### src/rtl/regfile_writeback.sv
// Write-back stage: merges single-cycle ALU results with buffered load results onto the
// register file write port, and tracks outstanding writes per register for hazard stalls.
module regfile_writeback #(
   parameter int DATA_W       = 16,
   parameter int ADDR_W       = 3,
   parameter int LQ_DEPTH     = 2,
   parameter int STARVE_LIMIT = 4
) (
   input  logic                      clock,
   input  logic                      reset_n,
   input  logic                      issue_valid,
   input  logic [ADDR_W-1:0]         issue_addr,
   output logic                      issue_ready,
   input  logic                      alu_valid,
   output logic                      alu_ready,
   input  logic [ADDR_W-1:0]         alu_addr,
   input  logic [DATA_W-1:0]         alu_data,
   input  logic                      ld_valid,
   output logic                      ld_ready,
   input  logic [ADDR_W-1:0]         ld_addr,
   input  logic [DATA_W-1:0]         ld_data,
   output logic                      rf_we,
   output logic [ADDR_W-1:0]         rf_wr,
   output logic [DATA_W-1:0]         rf_wd,
   output logic [2**ADDR_W-1:0]      busy,
   output logic [$clog2(LQ_DEPTH):0] lq_count,
   output logic                      wb_err
);

   localparam int NREGS = 2**ADDR_W;
   localparam int CW    = $clog2(LQ_DEPTH) + 1;
   localparam int PW    = $clog2(LQ_DEPTH);
   localparam int SW    = $clog2(STARVE_LIMIT + 1);

   logic [ADDR_W+DATA_W-1:0] lq_mem [LQ_DEPTH];
   logic [PW-1:0]            lq_wptr;
   logic [PW-1:0]            lq_rptr;
   logic [SW-1:0]            starve_cnt;
   logic [1:0]               pend [NREGS];

   logic lq_nonempty;
   logic force_ld;
   logic push;
   logic alu_win;
   logic pop;
   logic issue_acc;
   logic err_set;

   assign lq_nonempty = (lq_count != '0);
   assign ld_ready    = (lq_count < CW'(LQ_DEPTH));
   assign force_ld    = lq_nonempty && (starve_cnt >= SW'(STARVE_LIMIT));
   assign alu_ready   = !force_ld;
   assign push        = ld_valid && ld_ready;
   assign alu_win     = alu_valid && alu_ready;
   assign pop         = !alu_win && lq_nonempty;
   assign issue_ready = (pend[issue_addr] != 2'd3);
   assign issue_acc   = issue_valid && issue_ready;
   // A commit against an empty counter is only an error if no issue to that register offsets it
   assign err_set     = rf_we && (pend[rf_wr] == 2'd0) && !(issue_acc && (issue_addr == rf_wr));

   always_comb begin
      busy = '0;
      for (int r = 0; r < NREGS; r++) begin
         busy[r] = (pend[r] != 2'd0);
      end
   end

   always_ff @(posedge clock) begin
      if (push) begin
         lq_mem[lq_wptr] <= {ld_addr, ld_data};
      end
   end

   always_ff @(posedge clock or negedge reset_n) begin
      if (!reset_n) begin
         lq_wptr  <= '0;
         lq_rptr  <= '0;
         lq_count <= '0;
      end else begin
         if (push) begin
            lq_wptr <= lq_wptr + 1'b1;
         end
         if (pop) begin
            lq_rptr <= lq_rptr + 1'b1;
         end
         if (push && !pop) begin
            lq_count <= lq_count + 1'b1;
         end else if (pop && !push) begin
            lq_count <= lq_count - 1'b1;
         end
      end
   end

   always_ff @(posedge clock or negedge reset_n) begin
      if (!reset_n) begin
         starve_cnt <= '0;
      end else if (!lq_nonempty || pop) begin
         starve_cnt <= '0;
      end else if (alu_win && (starve_cnt < SW'(STARVE_LIMIT))) begin
         starve_cnt <= starve_cnt + 1'b1;
      end
   end

   // Idle cycles drop the enable but leave address/data as they were
   always_ff @(posedge clock or negedge reset_n) begin
      if (!reset_n) begin
         rf_we <= 1'b0;
         rf_wr <= '0;
         rf_wd <= '0;
      end else if (alu_win) begin
         rf_we <= 1'b1;
         rf_wr <= alu_addr;
         rf_wd <= alu_data;
      end else if (pop) begin
         rf_we <= 1'b1;
         {rf_wr, rf_wd} <= lq_mem[lq_rptr];
      end else begin
         rf_we <= 1'b0;
      end
   end

   always_ff @(posedge clock or negedge reset_n) begin
      if (!reset_n) begin
         for (int r = 0; r < NREGS; r++) begin
            pend[r] <= 2'd0;
         end
         wb_err <= 1'b0;
      end else begin
         for (int r = 0; r < NREGS; r++) begin
            if (issue_acc && (issue_addr == ADDR_W'(r))
                && !(rf_we && (rf_wr == ADDR_W'(r)))) begin
               pend[r] <= pend[r] + 2'd1;
            end else if (rf_we && (rf_wr == ADDR_W'(r))
                         && !(issue_acc && (issue_addr == ADDR_W'(r)))
                         && (pend[r] != 2'd0)) begin
               pend[r] <= pend[r] - 2'd1;
            end
         end
         if (err_set) begin
            wb_err <= 1'b1;
         end
      end
   end

endmodule

### config.mk
export PLATFORM = sky130hd
export DESIGN_NAME = regfile_writeback
export DESIGN_NICKNAME = d
export VERILOG_FILES = /design/src/rtl/regfile_writeback.sv
export SDC_FILE = /design/constraint.sdc
export NUM_CORES = 1
export LEC_CHECK = 0
export ABC_AREA = 1
export CORE_MARGIN = 5
export CORE_UTILIZATION = 51
export DETAILED_ROUTE_END_ITERATION = 8
export GPL_ROUTABILITY_DRIVEN = 0
export PLACE_DENSITY_LB_ADDON = 0.12
export SETUP_SLACK_MARGIN = 0.15
export SYNTH_ARGS = -nofsm -noshare
export SYNTH_HDL_FRONTEND = slang
export SYNTH_SLANG_ARGS = --single-unit
### constraint.sdc
create_clock -name clock -period 2.45 [get_ports clock]
set_clock_uncertainty 0.15 [all_clocks]
set_input_delay 0.3675 -clock clock [delete_from_list [all_inputs] [get_ports clock]]
set_output_delay 0.3675 -clock clock [all_outputs]
set_load 0.02 [all_outputs]
# Yosys cells after proc, flatten, opt, wreduce, memory -nomap -nowiden
# Memory sizes are Yosys's and may differ from the RTL's.
# Index checks and enable logic that the tools add are counted.
# totals
ff_bits,44
ramBits,38
out_inout_bits,34
wordCells,192
n_memories,1
# memory_table
memory,words,word_bits,rd,rd_clocked_by_memory_dff,wr,line,text
lq_mem,2,19,1,0,1,35,logic [ADDR_W+DATA_W-1:0] lq_mem [LQ_DEPTH];
# classes
add_sub_neg,21
order_cmp,5
eq_ne,16
n_mux,34
bitwise,2
n_reduce_logical,97
# op_table
op,n
1-bit logical AND,51
2-bit 2-to-1 mux,22
2-bit nonzero test,20
16-bit 2-to-1 mux,2
3-bit equality test (second input constant),8
1-bit logical NOT,22
2-bit by 1-bit adder with 2-bit output (second input constant),9
2-bit by 1-bit subtractor with 2-bit output (second input constant),9
2-bit binary-select mux with 3-bit select,2
3-bit by 2-bit equality test with 1-bit output (second input constant),4
3-bit 2-to-1 mux,4
4-bit greater-or-equal comparator (second input constant),2
3-bit NOT with 4-bit output,2
3-bit by 1-bit equality test with 1-bit output (second input constant),2
3-bit logical NOT,2
1-bit 2-to-1 mux,4
3-bit by 1-bit adder with 3-bit output (second input constant),1
3-bit equality test,1
3-bit greater-or-equal comparator (second input constant),1
3-bit < comparator (second input constant),1
1-bit adder (second input constant),2
2-bit logical NOT,1
2-bit < comparator (second input constant),1
2-bit != test (second input constant),1
1-bit logical OR,1

# Logic depth before layout (Yosys ltp)
# logic_depth
ltp_word,12
ltp_mapped,13
depth_no_buf,12

# Least setup slack after synthesis
# OpenSTA, ideal clock, no wires.
# synth_timing
kind,flip-flop to flip-flop
startpoint,register lq_count[1]
endpoint,"memory lq_mem[0][0] (netlist name), enable pin"
setup_time_ns,0.395
t_arrival_ns,1.693
required_ns,1.905
slack_ns,0.213
stages_incl_launch_ff,4
synth_period_minus_slack_ns,2.237
path_cell_list,dfrtp_1 > inv_1 > nand2_1 > nor2_1
# synth_via
elab_chain_len,4
# synth_rtl
element,line,text
"start, declared",26,"output logic [$clog2(LQ_DEPTH):0] lq_count,"
"start signal, assigned",87,lq_count <= lq_count + 1'b1;
"start signal, assigned",89,lq_count <= lq_count - 1'b1;
2-bit < comparator,50,assign ld_ready = (lq_count < CW'(LQ_DEPTH));
via ld_ready,19,"output logic ld_ready,"
1-bit logical AND,53,assign push = ld_valid && ld_ready;
1-bit 2-to-1 mux,69,if (push) begin
1-bit 2-to-1 mux (not written as such),70,"lq_mem[lq_wptr] <= {ld_addr, ld_data};"
"end, declared",35,
# The timed path passes the listed nets, and every way through them passes these cells.

# Worst setup path in the final report
# layout_timing
startpoint,register pend[4] (netlist name)
endpoint,output port busy[5]
# layout_via
elab_chain_len,1
# layout_rtl
element,line,text
"start, declared",39,logic [1:0] pend [NREGS];
"start signal, assigned by index",132,pend[r] <= pend[r] + 2'd1;
"start signal, assigned by index",136,pend[r] <= pend[r] - 2'd1;
2-bit nonzero test,64,busy[r] = (pend[r] != 2'd0);
"end, declared",25,"output logic [2**ADDR_W-1:0] busy,"
# No other way between the ends.

==> run_results.csv <==
group,metric,value,unit
run_status,status,"complete, no violations",
timing,slew_headroom,0.5367,
layout,final_design_area_no_fill,5054,um2
job,cap_violations,0,
setup_path,cp_data_arrival_time,1.69,ns
clock_network,cts_root_buf,"clkbuf_8",
clock_network,path_clk_slew,0.08,ns
floorplanning,fp.dieH,97.79,um
detailed_routing,drc,0,
yosys,seq_area_frac_synth,0.5705,
floorplanning,core_area,7607,um2
floorplanning,die_w,97.79,um
grt,grt_pass1_wl,15.38,mm
pwr,p_per_area,1137,nW/um2
clock_network,cts_max_path_buffers,2,
yosys,synthCells,425,
clock_network,clkLatencyLatePin,0.36,ns
grt,grt_pass1_vias,3243,
clock_network,cts_tree,"yes",
pwr,ir_drop,0.5754,mV
detailed_routing,drtIter0Drc,163,
detailed_routing,antenna_left,0,
yosys,ys_ff_latch,82,
layout,drive_gt1_frac,0.1085,
timing,drv_slew,0,
yosys,synth_cell_types,30,
detailed_routing,drt_pre_antenna_iters,6,
setup_path,cp-end-kind,"output port",
timing,worst_slack,0.2436,ns
layout,nFillCells,634,
yosys,netlist.area_leader.share,0.2904,
clock_network,clock-sinks,82,
timing,hold_viol,0,
placed_design,pre_cts_ws,-0.2117,ns
yosys,avgSynthCellArea,9.247,um2
clock_network,cts_buffers,9,
setup_path,slowest_delay,0.55,ns
yosys,synth_ff_type,"dfrtp_1",
layout,layout.nets,559,
yosys,synth_top_area_cell,"edfxtp_1",
yosys,ys_warn_count,0,
grt,grt_max_degree,45,
detailed_routing,vias,3285,
floorplanning,io_pins,80,
yosys,synthTopCellsByCount,"125 x nand2_1, 47 x nand3_1, 44 x dfrtp_1",
min_path,hp-class,"reg2reg",
layout,antenna_cells,0,
pwr,p_leak,2.150,nW
timing,period_share,0.9006,
placed_design,port_buffers,79,
yosys,yosys-top-cells-area,"edfxtp_1 29%, dfrtp_1 28%, nand2_1 12%",
detailed_routing,wirelength,9.251,mm
timing,setup_tns,0,ns
detailed_routing,wl_per_cell,14.97,um
setup_path,critPathKind,"reg2out",
placed_design,dp.final_hpwl,6.786,mm
timing,rsz0062_at_grt,"no",
yosys,async_flop_share,0.5366,
setup_path,cp_top_family,"buffers and inverters",
floorplanning,dieArea,9562,um2
setup_path,crit_chain,"or2_2 -> clkdlybuf4s50_1",
placed_design,dp_cells,601,
layout,area_delta_synth_final,28.59,%
timing,clock.fmax,453.2,MHz
placed_design,place_area,4842,um2
clock_network,htreeDepth,3,
timing,worst_pin_slew,0.6941,ns
grt,gr-total-overflow,0,
floorplanning,num_rows,32,
setup_path,worst_setup_path_start_kind,"flip-flop",
yosys,synth_edf_count,38,
grt,grt_antenna_before_repair,0,
layout,final_cells,618,
setup_path,cp_max_fo,4,
yosys,synth.cell_area,3930,um2
floorplanning,start_util,0.5166,
timing,setup_viol,0,
setup_path,cp.required,1.93,ns
yosys,synthesis.nets,473,
clock_network,cts_setup_buffers,0,
detailed_routing,via_per_inst,5.316,
yosys,synthMostInstantiatedCell,"nand2_1",
setup_path,path_buf_inv,1,
grt,grt.total_usage,0.2013,
timing,layout_min_cycle_time,2.206,ns
setup_path,cp_slowest_cell,"clkdlybuf4s50_1",
kinds of logic (layout without fill, tap and decap cells):
kind of cell               count (synthesis)  in the layout  synth area share
adders and majority gates                  2              2          0.006366
buffers and inverters                     54            145           0.06590
AOI/OAI and AO/OA                         59             59           0.09838
xor gates and xnor gates                   7              7           0.01560
DFF                                       82             82            0.5705
and+or+nand+nor                          221            221            0.2432
final cells by class:
| class | count | area (um2) | area share |
|---|---|---|---|
| Clock buffer | 11 | 141.4 | 0.02798 |
| Multi-Input combinational cell | 289 | 1434 | 0.2837 |
| Sequential cell | 82 | 2242 | 0.4437 |
| Tap cell | 102 | 127.6 | 0.02525 |
| Inverter | 34 | 127.6 | 0.02525 |
| Clock inverter | 5 | 62.56 | 0.01238 |
| Timing Repair Buffer | 95 | 918.4 | 0.1817 |
metal layers:
layer  track usage  vias up  wire length (um)
li1              -     1619                 -
met1        0.2389     1551              3832
met2        0.3484       98              4735
met3       0.04929       17               452
met4       0.08733        0               231
met5             0        -                 0
through the flow:
stage | hold WS [ns] | util | power, W
6_report | 0.3048 | 0.6643 | 0.005747
5_1_grt | 0.3334 | 0.6643 | 0.006148
4_1_cts | 0.3037 | 0.6643 | 0.005778
3_5_place_dp | 0.2921 | 0.6365 | 0.004785
3_3_place_gp | 0.2734 | 0.6365 | 0.004699
2_1_floorplan | -0.07809 | - | 0.003731
what timing repair did:
action | in CTS | in global routing
resized for setup | 3 | 4
endpoints found under the setup margin | 1 | 1
hold buffers | 1 | 0
endpoints found under the hold margin | 44 | 0
cell usage in the layout, fill, tap and decap left out, types with 4 or more instances in the layout:
cell / count
a31o_2: 9
a31oi_1: 11
buf_4: 13
clkbuf_8: 10
clkdlybuf4s50_1: 76
dfrtp_1: 44
edfxtp_1: 38
inv_1: 33
nand2_1: 125
nand3_1: 47
nand4_1: 12
nor2_1: 20
nor3_1: 4
o211ai_1: 10
o21ai_0: 18
o21ai_1: 4
or2_2: 6
xor2_1: 6
sequential cells by signal, summed over array words and instances (netlist names):
| name | cells |
|---|---|
| lq_count | 2 |
| lq_mem | 38 |
| lq_rptr | 1 |
| lq_wptr | 1 |
| pend | 16 |
| rf_wd | 16 |
| rf_we | 1 |
| rf_wr | 3 |
| starve_cnt | 3 |
| wb_err | 1 |
path summary, 6_finish.rpt:
check / startpoint / cells after the start / slack (ns) / endpoint
max in group asynchronous: reset_n / 3 / 1.29 / pend[9]
min in group asynchronous: reset_n / 3 / 0.46 / pend[14]
worst min register to register: starve_cnt[0] / 1 / 0.30 / starve_cnt[0]
worst max-delay path: pend[4] / 2 / 0.24 / busy[5]
worst max register to register: lq_count[0] / 9 / 0.51 / lq_count[1]
worst min-delay path: starve_cnt[0] / 1 / 0.30 / starve_cnt[0]
power breakdown:
| group | internal (W) | total (W) | switching, W |
|---|---|---|---|
| combinational | 0.00106 | 0.00255 | 0.00149 |
| clock | 0.000504 | 0.00100 | 0.000498 |
| sequential | 0.00189 | 0.00219 | 0.000301 |
| total | 0.00345 | 0.00575 | 0.00229 |
Power figures use the tool's default switching activity.
